`config.mk`:
```
export PLATFORM = sky130hd
export DESIGN_NAME = axi4lite_regfile
export DESIGN_NICKNAME = d
export VERILOG_FILES = /design/src/rtl/axi4lite_pkg.sv /design/src/rtl/axi4lite_hold_reg.sv /design/src/rtl/axi4lite_regfile.sv
export SDC_FILE = /design/constraint.sdc
export NUM_CORES = 1
export LEC_CHECK = 0
export CELL_PAD_IN_SITES_DETAIL_PLACEMENT = 1
export CELL_PAD_IN_SITES_GLOBAL_PLACEMENT = 2
export CORE_AREA = 10 10 437 439
export CTS_CLUSTER_SIZE = 28
export DETAILED_ROUTE_END_ITERATION = 10
export DIE_AREA = 0 0 447 449
export MAX_ROUTING_LAYER = met4
export PLACE_DENSITY = 0.5
export SLEW_MARGIN = 20
export SYNTH_ARGS = -nofsm -noshare
export SYNTH_HDL_FRONTEND = slang
export SYNTH_SLANG_ARGS = --single-unit
```
`constraint.sdc`:
```
create_clock -name s_axi_aclk -period 25.3 [get_ports s_axi_aclk]
set_input_delay 3.795 -clock s_axi_aclk [delete_from_list [all_inputs] [get_ports s_axi_aclk]]
set_output_delay 3.795 -clock s_axi_aclk [all_outputs]
set_load 0.02 [all_outputs]
```
`src/rtl/axi4lite_pkg.sv`:
```
// Shared AXI4-Lite response encoding and parameter helpers for the register file.
// The helpers let each module derive its index width and reject unsupported shapes at elaboration.
package axi4lite_pkg;

   typedef enum logic [1:0] {
      OKAY   = 2'b00,
      SLVERR = 2'b10
   } resp_t;

   function automatic int addr_lsb(input int data_width);
      return $clog2(data_width / 8);
   endfunction

   function automatic bit data_width_ok(input int data_width);
      return (data_width == 32) || (data_width == 64);
   endfunction

   function automatic bit num_regs_ok(input int num_regs, input int addr_width, input int data_width);
      return (num_regs >= 1) && (num_regs <= (1 << (addr_width - addr_lsb(data_width))));
   endfunction

endpackage

```
`src/rtl/axi4lite_hold_reg.sv`:
```
// One-entry holding register for an AXI4-Lite request channel.
// Accepts a beat while empty and keeps it until the consumer clears it.
module axi4lite_hold_reg #(
   parameter int WIDTH = 8
) (
   input  logic             clk_i,
   input  logic             rst_i,
   input  logic             en_i,
   input  logic [WIDTH-1:0] data_i,
   input  logic             valid_i,
   output logic             ready_o,
   input  logic             clear_i,
   output logic             full_o,
   output logic [WIDTH-1:0] data_o
);

   logic             full_q, full_d;
   logic [WIDTH-1:0] data_q, data_d;

   // en_i keeps ready low while the block is still coming out of reset.
   assign ready_o = en_i && !full_q;
   assign full_o  = full_q;
   assign data_o  = data_q;

   always_comb begin
      full_d = full_q;
      data_d = data_q;
      if (clear_i) begin
         full_d = 1'b0;
      end
      if (valid_i && ready_o) begin
         full_d = 1'b1;
         data_d = data_i;
      end
   end

   always_ff @(posedge clk_i or posedge rst_i) begin
      if (rst_i) begin
         full_q <= 1'b0;
         data_q <= '0;
      end else begin
         full_q <= full_d;
         data_q <= data_d;
      end
   end

endmodule

```
`src/rtl/axi4lite_regfile.sv`:
```
// AXI4-Lite slave register file with byte strobes, read-only status slots and write pulses.
// Write address and data are buffered independently and committed together once both are held.
module axi4lite_regfile
   import axi4lite_pkg::*;
#(
   parameter int                    DATA_WIDTH = 32,
   parameter int                    ADDR_WIDTH = 6,
   parameter int                    NUM_REGS   = 16,
   parameter logic [NUM_REGS-1:0]   RO_MASK    = '0,
   parameter logic [DATA_WIDTH-1:0] RESET_VAL  = '0
) (
   input  logic                           s_axi_aclk,
   input  logic                           s_axi_areset,
   input  logic [ADDR_WIDTH-1:0]          s_axi_awaddr,
   input  logic                           s_axi_awvalid,
   output logic                           s_axi_awready,
   input  logic [DATA_WIDTH-1:0]          s_axi_wdata,
   input  logic [DATA_WIDTH/8-1:0]        s_axi_wstrb,
   input  logic                           s_axi_wvalid,
   output logic                           s_axi_wready,
   output logic [1:0]                     s_axi_bresp,
   output logic                           s_axi_bvalid,
   input  logic                           s_axi_bready,
   input  logic [ADDR_WIDTH-1:0]          s_axi_araddr,
   input  logic                           s_axi_arvalid,
   output logic                           s_axi_arready,
   output logic [DATA_WIDTH-1:0]          s_axi_rdata,
   output logic [1:0]                     s_axi_rresp,
   output logic                           s_axi_rvalid,
   input  logic                           s_axi_rready,
   output logic [NUM_REGS*DATA_WIDTH-1:0] regs_o,
   input  logic [NUM_REGS*DATA_WIDTH-1:0] status_i,
   output logic [NUM_REGS-1:0]            wr_pulse_o
);

   localparam int LSB   = addr_lsb(DATA_WIDTH);
   localparam int IDXW  = ADDR_WIDTH - LSB;
   localparam int STRBW = DATA_WIDTH / 8;

   if (!data_width_ok(DATA_WIDTH)) begin : g_bad_data_width
      $error("axi4lite_regfile: DATA_WIDTH must be 32 or 64");
   end
   if (!num_regs_ok(NUM_REGS, ADDR_WIDTH, DATA_WIDTH)) begin : g_bad_num_regs
      $error("axi4lite_regfile: NUM_REGS does not fit the address space");
   end

   logic                  en_q;
   logic                  aw_full, w_full, commit, wr_ok, ar_hs;
   logic [IDXW-1:0]       aw_idx, ar_idx;
   logic [DATA_WIDTH-1:0] w_data, rd_val;
   logic [STRBW-1:0]      w_strb;
   logic [NUM_REGS-1:0]   wr_sel, wr_pulse_q, wr_pulse_d;
   logic [DATA_WIDTH-1:0] regs_q [NUM_REGS];
   logic [DATA_WIDTH-1:0] regs_d [NUM_REGS];
   logic                  bvalid_q, bvalid_d, rvalid_q, rvalid_d;
   resp_t                 bresp_q, bresp_d, rresp_q, rresp_d, rd_resp;
   logic [DATA_WIDTH-1:0] rdata_q, rdata_d;
   logic                  unused_inputs;

   // Sub-word address bits and the status slices of RW registers carry no meaning here.
   assign unused_inputs = ^{s_axi_awaddr[LSB-1:0], s_axi_araddr[LSB-1:0], status_i};

   axi4lite_hold_reg #(.WIDTH(IDXW)) u_aw_hold (
      .clk_i   (s_axi_aclk),
      .rst_i   (s_axi_areset),
      .en_i    (en_q),
      .data_i  (s_axi_awaddr[ADDR_WIDTH-1:LSB]),
      .valid_i (s_axi_awvalid),
      .ready_o (s_axi_awready),
      .clear_i (commit),
      .full_o  (aw_full),
      .data_o  (aw_idx)
   );

   axi4lite_hold_reg #(.WIDTH(DATA_WIDTH + STRBW)) u_w_hold (
      .clk_i   (s_axi_aclk),
      .rst_i   (s_axi_areset),
      .en_i    (en_q),
      .data_i  ({s_axi_wstrb, s_axi_wdata}),
      .valid_i (s_axi_wvalid),
      .ready_o (s_axi_wready),
      .clear_i (commit),
      .full_o  (w_full),
      .data_o  ({w_strb, w_data})
   );

   assign commit = aw_full && w_full && !bvalid_q;
   assign ar_idx = s_axi_araddr[ADDR_WIDTH-1:LSB];
   assign ar_hs  = s_axi_arvalid && s_axi_arready;

   always_comb begin
      wr_sel = '0;
      wr_ok  = 1'b0;
      for (int i = 0; i < NUM_REGS; i++) begin
         if (aw_idx == IDXW'(i)) begin
            wr_sel[i] = !RO_MASK[i];
            wr_ok     = !RO_MASK[i];
         end
      end
   end

   always_comb begin
      for (int i = 0; i < NUM_REGS; i++) begin
         regs_d[i] = regs_q[i];
         if (commit && wr_sel[i]) begin
            for (int b = 0; b < STRBW; b++) begin
               if (w_strb[b]) begin
                  regs_d[i][b*8 +: 8] = w_data[b*8 +: 8];
               end
            end
         end
      end
      wr_pulse_d = commit ? wr_sel : '0;
      bvalid_d   = bvalid_q;
      bresp_d    = bresp_q;
      if (commit) begin
         bvalid_d = 1'b1;
         bresp_d  = wr_ok ? OKAY : SLVERR;
      end else if (bvalid_q && s_axi_bready) begin
         bvalid_d = 1'b0;
      end
   end

   // Reads sample regs_q before any same-edge commit, so they see the old value.
   always_comb begin
      rd_val  = '0;
      rd_resp = SLVERR;
      for (int i = 0; i < NUM_REGS; i++) begin
         if (ar_idx == IDXW'(i)) begin
            rd_resp = OKAY;
            rd_val  = RO_MASK[i] ? status_i[i*DATA_WIDTH +: DATA_WIDTH] : regs_q[i];
         end
      end
      rvalid_d = rvalid_q;
      rdata_d  = rdata_q;
      rresp_d  = rresp_q;
      if (ar_hs) begin
         rvalid_d = 1'b1;
         rdata_d  = rd_val;
         rresp_d  = rd_resp;
      end else if (rvalid_q && s_axi_rready) begin
         rvalid_d = 1'b0;
      end
   end

   always_ff @(posedge s_axi_aclk or posedge s_axi_areset) begin
      if (s_axi_areset) begin
         en_q       <= 1'b0;
         wr_pulse_q <= '0;
         bvalid_q   <= 1'b0;
         bresp_q    <= OKAY;
         rvalid_q   <= 1'b0;
         rdata_q    <= '0;
         rresp_q    <= OKAY;
         for (int i = 0; i < NUM_REGS; i++) begin
            regs_q[i] <= RESET_VAL;
         end
      end else begin
         en_q       <= 1'b1;
         wr_pulse_q <= wr_pulse_d;
         bvalid_q   <= bvalid_d;
         bresp_q    <= bresp_d;
         rvalid_q   <= rvalid_d;
         rdata_q    <= rdata_d;
         rresp_q    <= rresp_d;
         for (int i = 0; i < NUM_REGS; i++) begin
            regs_q[i] <= regs_d[i];
         end
      end
   end

   always_comb begin
      regs_o = '0;
      for (int i = 0; i < NUM_REGS; i++) begin
         regs_o[i*DATA_WIDTH +: DATA_WIDTH] = regs_q[i];
      end
   end

   assign s_axi_arready = en_q && !rvalid_q;
   assign s_axi_bvalid  = bvalid_q;
   assign s_axi_bresp   = bresp_q;
   assign s_axi_rvalid  = rvalid_q;
   assign s_axi_rdata   = rdata_q;
   assign s_axi_rresp   = rresp_q;
   assign wr_pulse_o    = wr_pulse_q;

endmodule

```
* Yosys cells after proc, flatten, opt, wreduce, memory -nomap -nowiden
Index checks and enable logic that the tools add are counted.
** Word-level totals
- Memory bits (read-only) :: 0
- Flip-flop bits (word level) :: 609
- Memories kept :: 0
- Bits in latches :: 0
- Output and inout port bits :: 569
- Memory bits (writable) :: 0
** Operators by class
- Div/mod/pow operators :: 0
- Reductions and logical operators :: 100
- Shift operators :: 0
- Multiply operators :: 0
- Eq/ne operators :: 30
- Magnitude comparators :: 0
- Bitwise operators :: 0
- Multiplexer cells :: 72
- $add $sub $neg :: 0
** Operator list (count)
- $mux W32 :: 16
- $reduce_and A2 Y1 :: 64
- $eq A4 B4 Y1 const B :: 16
- $mux W1 :: 38
- $mux W2 :: 17
- $eq A4 B3 Y1 const B :: 8
- $logic_and A1 B1 Y1 :: 26
- $eq A4 B2 Y1 const B :: 4
- $mux W16 :: 1
- $eq A4 B1 Y1 const B :: 2
- $logic_not A4 Y1 :: 2
- $reduce_bool A2 Y1 :: 4
- $logic_not A1 Y1 :: 4

* Depth between registers and ports, before layout
Gate-level depths: netlist of the first run.
- Depth after elaboration :: 18
- Gate-level depth with buffers :: 9
- Mapped depth without buffers :: 5

* Modules after synthesis
Synthesis of the first run repeated with hierarchy kept, for this count alone.
** Second synthesis, totals
- Cell total of the unflattened synthesis :: 2220
- Area total of the unflattened synthesis :: 28672.5 um^2
** Modules (own cells, without submodules)
- axi4lite_regfile :: area each 26893.3 um^2, cells each 2124, instances 1
- axi4lite_hold_reg at u_w_hold :: area each 1552.7 um^2, cells each 82, instances 1
- axi4lite_hold_reg at u_aw_hold :: area each 226.5 um^2, cells each 14, instances 1

* Least setup slack after synthesis of the first run
OpenSTA, ideal clock, no wires.
- Path kind :: in2reg
- Start :: input port s_axi_araddr[4]
- End :: register rdata_q[16], in the netlist s_axi_rdata[16]
- Buffers on the path :: 3
- Arrival time :: 5.086 ns
- Data required time :: 25.150 ns
- Cell stages on the path :: 7
- Path slack :: 20.064 ns
- Path through :: buf_4 buf_4 inv_1 buf_1 mux2_2 o21ai_1 o311ai_0
** Between the ends
- Longest elaborated chain between the ends :: 17
- Elaborated cells on any way between the ends :: 32
- Those cells by class :: 15 x eq/ne; 16 x mux; 1 x reduce/logical
** RTL lines
- start, declared :: line axi4lite_regfile.sv:24 : input logic [ADDR_WIDTH-1:0] s_axi_araddr,
- $logic_not A4 Y1 :: line axi4lite_regfile.sv:129 : if (ar_idx == IDXW'(i)) begin
- $mux W32 (15 in a row) :: line axi4lite_regfile.sv:129
- $mux W32 * :: line axi4lite_regfile.sv:129
- end signal, assigned :: line axi4lite_regfile.sv:164 : rdata_q <= rdata_d;
- end, declared :: line axi4lite_regfile.sv:57 : logic [DATA_WIDTH-1:0] rdata_q, rdata_d;
Every way passes the cells marked *; elsewhere a longest branch is shown, timed or not.
A chain may end at the register's enable or synchronous reset.

==> results.rst, run 1 <==
.. list-table::
   :header-rows: 1

   * - Metric
     - Value
   * - Result of the run
     - finished, final reports clean
   * - Combinational group share of total power
     - 34.3%
   * - Placement Cell Area
     - roughly 37000 sq um
   * - Register bit count reported by yosys
     - approximately 610
   * - Dpl hpwl
     - 124.3 mm
   * - Initial core utilization
     - 15.43%
   * - FF/Latch Area
     - 15190 sq um
   * - Growth of design area from synthesis to finish
     - 41.45%
   * - Arrival time of the worst setup path
     - 7.47 ns
   * - Nets
     - 3275
   * - RePlAce Congestion
     - approximately 0.75
   * - Fill cell count
     - 20230
   * - # Post-CTS Setup Buffers
     - 0
   * - Starting DRC count in detailed routing
     - 1124
   * - Post-Syn Instances
     - 2102
   * - Number of hold-repair buffers added at the cts stage
     - 0
   * - Clock insertion delay at the later pin of the skew report
     - between 0.7 and 0.8 ns
   * - Maxcap violations
     - 0
   * - Share of the yosys chip area belonging to registers
     - 54.02%
   * - Type of the setup path with the least slack
     - in2async
   * - Avg Vias per Cell
     - 4.124
   * - Port buffer count
     - about 620
   * - Minimum setup slack among reg-to-reg paths
     - 22.30 ns
   * - Final period util
     - 26.66%
   * - Switching share of power
     - about two fifths
   * - Startpoint class of the critical path
     - primary input
   * - Highest Clock Rate
     - 148.3 MHz
   * - Vias
     - 21300
   * - Launching instance or port of the critical path
     - s_axi_areset
   * - Post_cts resized
     - 0
   * - Number of iterations in the first detailed-routing pass
     - 5
   * - CTS tree
     - done
   * - Via count of the first global-routing pass
     - 22640
   * - Worst-Margin Slew
     - roughly 1.2 ns
   * - Post-CTS clock slew at the launch and capture registers of the worst setup and hold paths
     - 0.05 ns
   * - Final Hold Violating Endpoints
     - 0
   * - CP endpoint kind
     - async pin
   * - Share of final-layout standard cells stronger than drive strength 1
     - 31.84%
   * - Fraction of synthesis flops using an asynchronous set or reset pin
     - 100.0%
   * - Clock tree buffer depth
     - 3
   * - Synthesized area
     - about 28000 sq um
   * - Yosys cell types
     - 71
   * - Vertical extent of the die
     - 449 um
   * - Leakage power summed over all cells
     - 16.90 nW
   * - Syn. warnings
     - 0
   * - Placed cell count
     - 5008
   * - Net switching power figure
     - 1.727 mW
   * - Combined area of the multi-input logic cells
     - 12120 sq um
   * - Row count
     - between 150 and 200
   * - Clock period minus worst slack
     - 6.745 ns
   * - Final setup vio count
     - 0
   * - Total Routing Usage GR
     - between 15 and 20%
   * - Worst vdd rail ir drop
     - 0.05487 mV
   * - Top-Level Pins
     - 1136
   * - Cell Int Power
     - 2.639 mW
   * - Endpoint of the worst-slack reg-to-reg timing path
     - regs_o[481]
   * - Post-Route Setup TNS
     - 0 ns
   * - Clock power share
     - 28.3%
   * - Sequential fraction of design power
     - around 37%
   * - CTS Root Cell
     - sky130_fd_sc_hd__clkbuf_16
   * - Required time worst endpoint
     - 26.02 ns
   * - Count of non-filler cells in the finished layout
     - approximately 5200
   * - First-pass GRT wire length
     - 226.0 mm
   * - Number of DRC violations after detailed routing
     - 0
   * - Final routed wire length divided by cell count
     - roughly 33 um
   * - Pin count of the biggest net entering global routing
     - around 110
   * - Setup repair after global routing missed its margin
     - false
   * - Slew HR
     - 21.75%
   * - Horiz. Die Dim
     - ~450 um
   * - Post-synth EDFFs
     - 0
   * - Sum of internal, switching and leakage power
     - 4.366 mW
   * - Residual antenna-violating net count after detailed routing
     - 0
   * - Number of max-slew violations in the final report
     - 0
   * - Number of buffers created by CTS
     - 83
   * - Clock sink count
     - 607
   * - Die ar.
     - 200700 sq um
   * - H-Tree Level Count
     - 3
   * - Number of antenna violations at the first check in global routing
     - 17
   * - Largest fanout on the critical path
     - 107
   * - Final non-filler cell area
     - 39780 sq um
   * - Reg-to-reg startpoint
     - s_axi_bvalid
   * - Dominant register cell in the synthesized netlist
     - sky130_fd_sc_hd__dfrtp_1
   * - Mapped Avg Cell Area
     - 13.38 sq um
   * - Critical Path End
     - regs_o[110]
   * - GRT Residual Overflow
     - 0
   * - Core footprint
     - 182300 sq um
   * - Clock skew
     - 0.02613 ns
   * - Cell count of the worst reg-to-reg path
     - 5
   * - Sum of routed wire length over all layers
     - 170.6 mm
   * - Worst min-delay path category
     - reg2reg
   * - PD cells
     - 109.8 nW/um^2
-- cell usage after synthesis (all sizes together), types with 3 or more instances --
master / count / area, sq um
mux2i: 63 / 630.6
a31oi: 10 / 62.56
nor3: 20 / 100.1
nand3b: 5 / 37.54
o22ai: 33 / 206.5
a32oi: 4 / 35.03
o2bb2ai: 8 / 70.07
a22o: 11 / 96.34
o31a: 4 / 35.03
a2111oi: 4 / 35.03
buf: 86 / 553.0
a211o: 5 / 43.79
a221oi: 16 / 140.1
o32ai: 3 / 26.28
a221o: 6 / 60.06
nor3b: 8 / 81.33
clkbuf: 68 / 256.5
nand2b: 15 / 96.34
and2: 8 / 50.05
nand3: 38 / 420.4
inv: 14 / 52.55
nor2: 83 / 471.7
dfrtp: 607 / 15190
nand2: 83 / 311.6
nor2b: 18 / 115.1
mux4: 33 / 743.2
a21o: 6 / 45.04
o21ai: 101 / 505.5
mux2: 579 / 6520
or2: 7 / 43.79
and3: 7 / 43.79
o221ai: 15 / 131.4
a211oi: 7 / 52.55
o21a: 7 / 52.55
a21boi: 4 / 30.03
o31ai: 5 / 37.54
a2bb2oi: 10 / 87.58
o211ai: 7 / 52.55
a22oi: 16 / 120.1
a21oi: 53 / 265.3
-- cells in the final DEF (no fill, tap or decap), types with 7 or more instances in the layout --
master / Yosys / routed
sky130_fd_sc_hd__a2bb2oi_1: 10 / 10
sky130_fd_sc_hd__a22o_1: 11 / 11
sky130_fd_sc_hd__nor3_1: 20 / 20
sky130_fd_sc_hd__nor2b_1: 17 / 13
sky130_fd_sc_hd__clkinv_2: 0 / 9
sky130_fd_sc_hd__nor2_4: 16 / 17
sky130_fd_sc_hd__or2_2: 7 / 7
sky130_fd_sc_hd__mux2i_1: 63 / 63
sky130_fd_sc_hd__a211oi_1: 7 / 7
sky130_fd_sc_hd__and3_1: 7 / 7
sky130_fd_sc_hd__mux2_2: 579 / 579
sky130_fd_sc_hd__o2bb2ai_1: 8 / 8
sky130_fd_sc_hd__nand3_4: 16 / 16
sky130_fd_sc_hd__nand2b_1: 14 / 12
sky130_fd_sc_hd__a221oi_1: 16 / 16
sky130_fd_sc_hd__clkbuf_8: 0 / 20
sky130_fd_sc_hd__o211ai_1: 7 / 7
sky130_fd_sc_hd__nor2_1: 51 / 49
sky130_fd_sc_hd__a31oi_1: 10 / 10
sky130_fd_sc_hd__o21a_1: 7 / 7
sky130_fd_sc_hd__buf_4: 24 / 59
sky130_fd_sc_hd__diode_2: 0 / 7
sky130_fd_sc_hd__nor2_2: 16 / 17
sky130_fd_sc_hd__bufinv_16: 0 / 7
sky130_fd_sc_hd__mux4_2: 33 / 33
sky130_fd_sc_hd__clkbuf_16: 0 / 84
sky130_fd_sc_hd__and2_1: 7 / 8
sky130_fd_sc_hd__nand2_1: 83 / 82
sky130_fd_sc_hd__o22ai_1: 33 / 33
sky130_fd_sc_hd__clkdlybuf4s50_1: 0 / 613
sky130_fd_sc_hd__a21oi_1: 53 / 53
sky130_fd_sc_hd__o221ai_1: 15 / 15
sky130_fd_sc_hd__clkbuf_1: 67 / 21
sky130_fd_sc_hd__dfrtp_1: 607 / 607
sky130_fd_sc_hd__nand3_1: 16 / 16
sky130_fd_sc_hd__inv_1: 14 / 12
sky130_fd_sc_hd__o21ai_0: 97 / 97
sky130_fd_sc_hd__a22oi_1: 16 / 16
-- how the worst min path moves through the flow --
stage          slack [ns]          endpoint  depth (start not counted)              from
3_5_place_dp         0.47    s_axi_rresp[1]                          1    s_axi_rresp[1]
5_1_grt              0.52   s_axi_rdata[23]                          2   s_axi_rdata[23]
3_3_place_gp         0.48    s_axi_rresp[1]                          1    s_axi_rresp[1]
4_1_cts              0.49    s_axi_rresp[1]                          1    s_axi_rresp[1]
2_1_floorplan        0.49  u_aw_hold.full_o                          2  u_aw_hold.full_o
6_report             0.49    s_axi_rresp[1]                          1    s_axi_rresp[1]
-- state kept, by name (all words and copies together) (netlist names) --
| register | cells |
|---|---|
| en_q | 1 |
| u_w_hold.data_o | 36 |
| wr_pulse_o | 16 |
| u_w_hold.full_o | 1 |
| s_axi_bresp | 1 |
| s_axi_rvalid | 1 |
| s_axi_rdata | 32 |
| regs_o | 512 |
| s_axi_rresp | 1 |
| u_aw_hold.data_o | 4 |
| u_aw_hold.full_o | 1 |
| s_axi_bvalid | 1 |
-- per-stage QoR --
| step | worst slack, ns | hold WS (ns) | utilization (%) |
|---|---|---|---|
| floorplan | 4.512 | 0.4905 | - |
| global placement | 17.57 | 0.4758 | 20.28 |
| detailed placement | 17.57 | 0.4748 | 20.28 |
| CTS | 18.35 | 0.4928 | 21.81 |
| global route | 18.08 | 0.5166 | 21.81 |
| finish | 18.56 | 0.4933 | 21.82 |
-- final cells by class --
cell class / instances / area share (%)
well taps: 2385 / 7.502
clock inverters: 25 / 0.8556
diodes: 7 / 0.04404
multi-input cells: 1328 / 30.48
clock buffers: 125 / 6.175
repair buffers: 674 / 16.61
inverters: 14 / 0.1510
flip-flops and latches: 607 / 38.19
-- power by group through the flow --
stage	Clock [mW]	Sequential, mW	Combinational [mW]
after global routing	1.32	1.68	1.57
after detailed placement	0	1.65	1.53
final	1.24	1.63	1.50
after CTS	1.28	1.64	1.54
after floorplan	0	1.70	0.511
after global placement	0	1.65	1.53
-- routing by layer --
layer / GRT usage (%) / share of wire (%)
met5: - / 0
met4: 5.129 / 3.3
met3: 3.461 / 5.1
met2: 28.73 / 50
met1: 20.15 / 41
-- critical path: stages --
cell and delay, ns:
sky130_fd_sc_hd__clkdlybuf4s50_1 0.49, sky130_fd_sc_hd__inv_8 0.57, sky130_fd_sc_hd__buf_4 0.74, sky130_fd_sc_hd__buf_4 0.86, sky130_fd_sc_hd__buf_4 0.76
-- logic make-up (layout without fill, tap and decap cells) --
family	after synthesis	after routing	synth area share (%)
AOI/OAI and AO/OA	348	348	8.249
buffers and inverters	168	838	3.066
DFF	607	607	54.02
muxes	675	675	28.07
other	2	10	0.02671
and+or+nand+nor	302	302	6.572
(Power assumes the default switching activity.)
==> run 2, diff against run 1 <==
Settings changed: CORE_AREA 10 10 437 439 to 10 10 436 438, DIE_AREA 0 0 447 449 to 0 0 446 448, PLACE_DENSITY 0.5 to 0.52.
Clock period 25.3 ns to 6.2 ns, I/O delays scaled along.
==> results.rst, run 2 (synthesis results as in run 1) <==
.. list-table::
   :header-rows: 1

   * - Metric
     - Value
   * - FF/Latch Area
     - roughly 15000 sq um
   * - Placement Cell Area
     - 37060 sq um
   * - Number of antenna violations at the first check in global routing
     - 13
   * - Core footprint
     - 181700 sq um
   * - Busiest layer in global routing
     - met2
   * - Horiz. Die Dim
     - 446 um
   * - GRT Residual Overflow
     - 0
   * - Result of the run
     - finished, final reports clean
   * - Growth of design area from synthesis to finish
     - 41.69%
   * - Startpoint class of the critical path
     - flop
   * - Share of final-layout standard cells stronger than drive strength 1
     - 32.02%
   * - Final setup margin
     - 2.598 ns
   * - Placed cell count
     - 5011
   * - Final Hold Violating Endpoints
     - 0
   * - Final period util
     - 58.09%
   * - First-pass GRT wire length
     - roughly 220 mm
   * - Post-CTS clock slew at the launch and capture registers of the worst setup and hold paths
     - 0.06 ns
   * - Sum of routed wire length over all layers
     - 170.9 mm
   * - Final setup vio count
     - 0
   * - Clock tree buffer depth
     - 3
   * - RePlAce Congestion
     - around 0.78
   * - Vias
     - around 21000
   * - Via count of the first global-routing pass
     - 22870
   * - Slew HR
     - 25.31%
   * - Count of non-filler cells in the finished layout
     - 5167
   * - M1 GR Usage
     - about a fifth
   * - Starting DRC count in detailed routing
     - 1230
   * - Worst vdd rail ir drop
     - 0.2053 mV
   * - # Post-CTS Setup Buffers
     - 0
   * - Highest-count cells in the layout ignoring fill and taps
     - sky130_fd_sc_hd__clkdlybuf4s50_1 (613), sky130_fd_sc_hd__dfrtp_1 (607), sky130_fd_sc_hd__mux2_2 (579)
   * - Most common cell after layout, fill and taps aside
     - sky130_fd_sc_hd__clkdlybuf4s50_1
   * - Required time worst endpoint
     - 6.82 ns
   * - Highest Clock Rate
     - 277.6 MHz
   * - Fill cell count
     - 20080
   * - Port buffer count
     - 617
   * - Max FFs per register
     - ~510
   * - Post_cts resized
     - 0
   * - Number of buffers created by CTS
     - 83
   * - CP max stage cell
     - sky130_fd_sc_hd__dfrtp_1
   * - Number of hold-repair buffers added at the cts stage
     - 0
   * - Leakage power summed over all cells
     - ~17 nW
   * - Top cell family by delay on the critical path
     - simple AND/OR/NAND/NOR gates
   * - Final non-filler cell area
     - 39840 sq um
   * - Initial core utilization
     - 15.48%
   * - Critical path, cell by cell
     - and2b_1 > buf_4 > nand2_1 > nor2_2 > mux2_2
   * - Maxcap violations
     - 0
   * - Buffer and inverter count on the worst path
     - 1
   * - Final routed wire length divided by cell count
     - 33.08 um
   * - Dpl hpwl
     - around 130 mm
   * - PD cells
     - 445.5 nW/um^2
   * - Clock insertion delay at the later pin of the skew report
     - 0.73 ns
   * - Sum of internal, switching and leakage power
     - about 18 mW
   * - Fraction of met2 tracks used by global routing
     - approximately 29%
   * - Setup repair after global routing missed its margin
     - false
   * - Dpl ws
     - between 2 and 2.5 ns
   * - Vertical extent of the die
     - 448 um
   * - Worst-Margin Slew
     - 1.120 ns
   * - Util after Layout
     - a little over a fifth
   * - Met3 track demand over resource
     - 4.031%
   * - Combined area of the multi-input logic cells
     - 12120 sq um
   * - Worst min-delay path category
     - reg2reg
   * - Nets
     - roughly 3300
   * - Clock sink count
     - around 600
   * - Clock skew
     - 0.03780 ns
   * - Row count
     - roughly 160
   * - Arrival time of the worst setup path
     - approximately 4.2 ns
   * - Number of max-slew violations in the final report
     - 0
   * - Top-Level Pins
     - between 1000 and 1500
   * - Number of iterations in the first detailed-routing pass
     - 5
   * - Avg Vias per Cell
     - slightly above 4
   * - Worst stage delay on the critical path
     - 1.08 ns
   * - CTS tree
     - done
   * - Number of DRC violations after detailed routing
     - 0
   * - CTS Root Cell
     - sky130_fd_sc_hd__clkbuf_16
   * - Pin count of the biggest net entering global routing
     - 128
   * - Total Routing Usage GR
     - between 10% and 20%
   * - Residual antenna-violating net count after detailed routing
     - 0
   * - Largest fanout on the critical path
     - 14
   * - CP endpoint kind
     - flop
   * - Die ar.
     - 199800 sq um
   * - H-Tree Level Count
     - 3
   * - Clock period minus worst slack
     - around 3.6 ns
   * - Type of the setup path with the least slack
     - reg2reg
run 2: cell count changes in the layout (fill, tap and decap cells not counted), sizes merged:
cell      previous run  this run
clkbuf             125       123
buf                 61        64
clkinvlp             1         3
bufinv               7         4
diode                7         9
run 2: layout make-up:
type / count / area share (%)
Sequential cell: 607 / 38.12
Inverter: 14 / 0.1413
Tap cell: 2385 / 7.490
Antenna cell: 9 / 0.05653
Clock buffer: 123 / 6.146
Multi-Input combinational cell: 1328 / 30.43
Clock inverter: 24 / 0.7914
Timing Repair Buffer: 677 / 16.82
run 2: power by group:
group | switching, mW | internal [mW]
Sequential | 1.71 | 5.01
Combinational | 3.33 | 2.74
Clock | 2.05 | 2.92
run 2: per-stage QoR:
step | hold slack [ns] | setup TNS, ns
3_5_place_dp | 0.4748 | 0
3_3_place_gp | 0.4751 | 0
6_report | 0.4877 | 0
5_1_grt | 0.5229 | 0
4_1_cts | 0.4903 | 0
2_1_floorplan | 0.4905 | -1827.76
run 2: final timing paths:
check,cells past startpoint,end,startpoint,slack [ns]
setup / recovery,5,regs_o[341],u_aw_hold.data_o[1],2.60
hold / removal,1,s_axi_rresp[1],s_axi_rresp[1],0.49
setup reg to reg,5,regs_o[341],u_aw_hold.data_o[1],2.60
hold reg to reg,1,s_axi_rresp[1],s_axi_rresp[1],0.49
max in group asynchronous,4,regs_o[351],s_axi_areset,4.03
min in group asynchronous,2,regs_o[390],s_axi_areset,0.61
run 2: layer usage:
layer	routed length, um	share of wire (%)	up-vias
met1	68510	40	11520
met3	8562	5.0	215
met5	0	0	-
li1	-	-	9013
met4	9017	5.3	0
met2	84810	50	574
run 2: worst register-to-register path, delay by kind of cell, from the launching register on:
| family | cells | cell delay (ns) |
|---|---|---|
| flops | 1 | 1.08 |
| buf+inv | 1 | 0.39 |
| mux | 1 | 0.41 |
| simple gates | 3 | 1.61 |
==> run 3, diff against run 2 <==
Settings changed: CORE_AREA 10 10 436 438 to 10 10 437 439, DIE_AREA 0 0 446 448 to 0 0 447 449, PLACE_DENSITY 0.52 to 0.5.
Clock period 6.2 ns to 3.6 ns, I/O delays scaled along.
==> results.rst, run 3 (synthesis results as in run 1) <==
.. list-table::
   :header-rows: 1

   * - Metric
     - Value
   * - Final setup vio count
     - 0
   * - Port buffer count
     - 617
   * - Hold WS
     - a little over 0.2 ns
   * - Initial core utilization
     - between 15 and 20%
   * - Endpoint of the worst-slack reg-to-reg timing path
     - regs_o[241]
   * - Dpl hpwl
     - 130.5 mm
   * - Clock sink count
     - just over 600
   * - Largest fanout on the critical path
     - 8
   * - Final setup margin
     - about 0.7 ns
   * - Leakage power summed over all cells
     - 17.56 nW
   * - Highest-count cells in the layout ignoring fill and taps
     - sky130_fd_sc_hd__clkdlybuf4s50_1 (613), sky130_fd_sc_hd__dfrtp_1 (607), sky130_fd_sc_hd__mux2_2 (579)
   * - Sum of routed wire length over all layers
     - 172.3 mm
   * - Arrival time of the worst setup path
     - 3.50 ns
   * - Clock period minus worst slack
     - 2.914 ns
   * - Maxcap violations
     - 0
   * - Die ar.
     - around 200000 sq um
   * - Share of final-layout standard cells stronger than drive strength 1
     - 34.40%
   * - Horiz. Die Dim
     - 447 um
   * - Highest routed metal layer
     - met4
   * - GRT Residual Overflow
     - 0
   * - Clock skew
     - 0.03681 ns
   * - Post_cts resized
     - 0
   * - Setup repair after global routing missed its margin
     - false
   * - Worst-Margin Slew
     - 0.9985 ns
   * - Startpoint class of the critical path
     - flop
   * - Util after Layout
     - 22.44%
   * - Via count of the first global-routing pass
     - 23390
   * - Dpl ws
     - approximately 0.60 ns
   * - Sum of internal, switching and leakage power
     - 31.18 mW
   * - Residual antenna-violating net count after detailed routing
     - 0
   * - Number of iterations in the first detailed-routing pass
     - 4
   * - Number of DRC violations after detailed routing
     - 0
   * - Post-CTS clock slew at the launch and capture registers of the worst setup and hold paths
     - 0.06 ns
   * - Number of antenna violations at the first check in global routing
     - 12
   * - Critical path, cell by cell
     - nor2b_2 > nand2_1 > buf_4 > nor3b_4 > buf_4 > nand2b_1 > mux2_2
   * - Highest Clock Rate
     - between 300 and 400 MHz
   * - Cell count of the worst reg-to-reg path
     - 7
   * - RePlAce Congestion
     - 0.7646
   * - Required time worst endpoint
     - 4.19 ns
   * - Routed wire length on met2
     - around 87 mm
   * - Launching instance or port of the critical path
     - s_axi_bvalid
   * - Type of the setup path with the least slack
     - reg2reg
   * - Number of hold-repair buffers added at the cts stage
     - 0
   * - Fill cell count
     - 20170
   * - Vertical extent of the die
     - around 450 um
   * - Max FFs per register
     - 512
   * - Total Routing Usage GR
     - 17.18%
   * - Top-Level Pins
     - 1136
   * - Worst vdd rail ir drop
     - between 0.4 and 0.5 mV
   * - Number of buffers created by CTS
     - 85
   * - Clock insertion delay at the later pin of the skew report
     - 0.72 ns
   * - CTS tree
     - done
   * - Avg Vias per Cell
     - 4.110
   * - Final Hold Violating Endpoints
     - 0
   * - Minimum setup slack among reg-to-reg paths
     - 0.69 ns
   * - Total length of routed met3 wires
     - 7.728 mm
   * - CP max stage cell
     - sky130_fd_sc_hd__nor3b_4
   * - CTS Root Cell
     - sky130_fd_sc_hd__clkbuf_16
   * - Critical Path End
     - regs_o[241]
   * - Row count
     - about 160
   * - Vias
     - around 22000
   * - Wire length the detailed router placed on met1
     - 71.73 mm
   * - PD cells
     - 762.2 nW/um^2
   * - Final routed wire length divided by cell count
     - 32.68 um
   * - # Post-CTS Setup Buffers
     - 0
   * - First-pass GRT wire length
     - 229.3 mm
   * - Library cell appearing most often on the critical path
     - sky130_fd_sc_hd__buf_4
   * - Slew HR
     - between 30% and 40%
   * - Worst min-delay path category
     - in2async
   * - Core footprint
     - about 180000 sq um
   * - Nets
     - roughly 3400
   * - Growth of design area from synthesis to finish
     - 45.49%
   * - H-Tree Level Count
     - 3
   * - Pin count of the biggest net entering global routing
     - 140
   * - Number of max-slew violations in the final report
     - 0
   * - Worst stage delay on the critical path
     - 0.66 ns
   * - CP endpoint kind
     - flop
   * - Final period util
     - between 80% and 90%
   * - Starting DRC count in detailed routing
     - approximately 1200
   * - Clock tree buffer depth
     - 3
   * - Reg-to-reg startpoint
     - s_axi_bvalid
   * - Result of the run
     - finished, final reports clean
   * - Most common cell after layout, fill and taps aside
     - sky130_fd_sc_hd__clkdlybuf4s50_1
[run 3: changes by cell type in the layout (fill, tap and decap cells not counted), moves of 2 or more]
cell                        previous run  this run
sky130_fd_sc_hd__and2_1                6         8
sky130_fd_sc_hd__and2_2                2         0
sky130_fd_sc_hd__buf_12                6        18
sky130_fd_sc_hd__buf_4                56       150
sky130_fd_sc_hd__bufinv_16             4         7
sky130_fd_sc_hd__clkbuf_1             19        23
sky130_fd_sc_hd__clkbuf_16            84        88
sky130_fd_sc_hd__clkbuf_8             20        22
sky130_fd_sc_hd__clkinv_2              8         4
sky130_fd_sc_hd__diode_2               9         3
sky130_fd_sc_hd__inv_16                4         1
[run 3: layout make-up]
cell class                 instances  area [sq um]  share of cell area, %
clock inverter                    19         316.6                 0.7737
timing repair buffer             783          7649                  18.69
inverter                          14         56.30                 0.1376
clock buffer                     133          2591                  6.334
sequential                       607         15190                  37.13
multi-input combinational       1328         12120                  29.62
antenna                            3         7.507                0.01835
tap                             2385          2984                  7.294
[run 3: layer usage]
layer  GRT usage (%)  vias up
met1           20.11    11730
met3           3.545      184
met4           5.332        0
li1                -     9198
met5               -        -
met2           29.37      559
[run 3: worst max-delay path, delay by kind of cell, from the launching register on]
kind          cells  cell delay (ns)
mux               1             0.43
flops             1             0.42
buf+inv           2             0.53
simple gates      4             1.38
[run 3: per-stage QoR]
stage | instances | setup TNS, ns | area [sq um]
global placement | 5117 | 0 | 38000
detailed placement | 5117 | 0 | 38000
floorplan | 2103 | -3169.23 | 28130
finish | 5272 | 0 | 40910
CTS | 5269 | 0 | 40910
global route | 5270 | 0 | 40910
[run 3: report_power, final]
part / switching, mW / internal, mW / total [mW] / leakage [nW]
clock: 3.53 / 5.43 / 8.96 / 1.42
sequential: 3.05 / 8.62 / 11.7 / 8.22
combinational: 5.68 / 4.86 / 10.5 / 7.92
total: 12.3 / 18.9 / 31.2 / 17.6
[run 3: how the worst min path moves through the flow]
stage | from | end | slack [ns] | cells past startpoint
6_report | s_axi_areset | u_w_hold.data_o[4] | 0.20 | 2
5_1_grt | s_axi_areset | u_w_hold.data_o[4] | 0.19 | 2
4_1_cts | s_axi_areset | u_w_hold.data_o[4] | 0.16 | 2
3_5_place_dp | s_axi_rresp[1] | s_axi_rresp[1] | 0.47 | 1
3_3_place_gp | s_axi_rresp[1] | s_axi_rresp[1] | 0.48 | 1
2_1_floorplan | u_aw_hold.full_o | u_aw_hold.full_o | 0.49 | 2
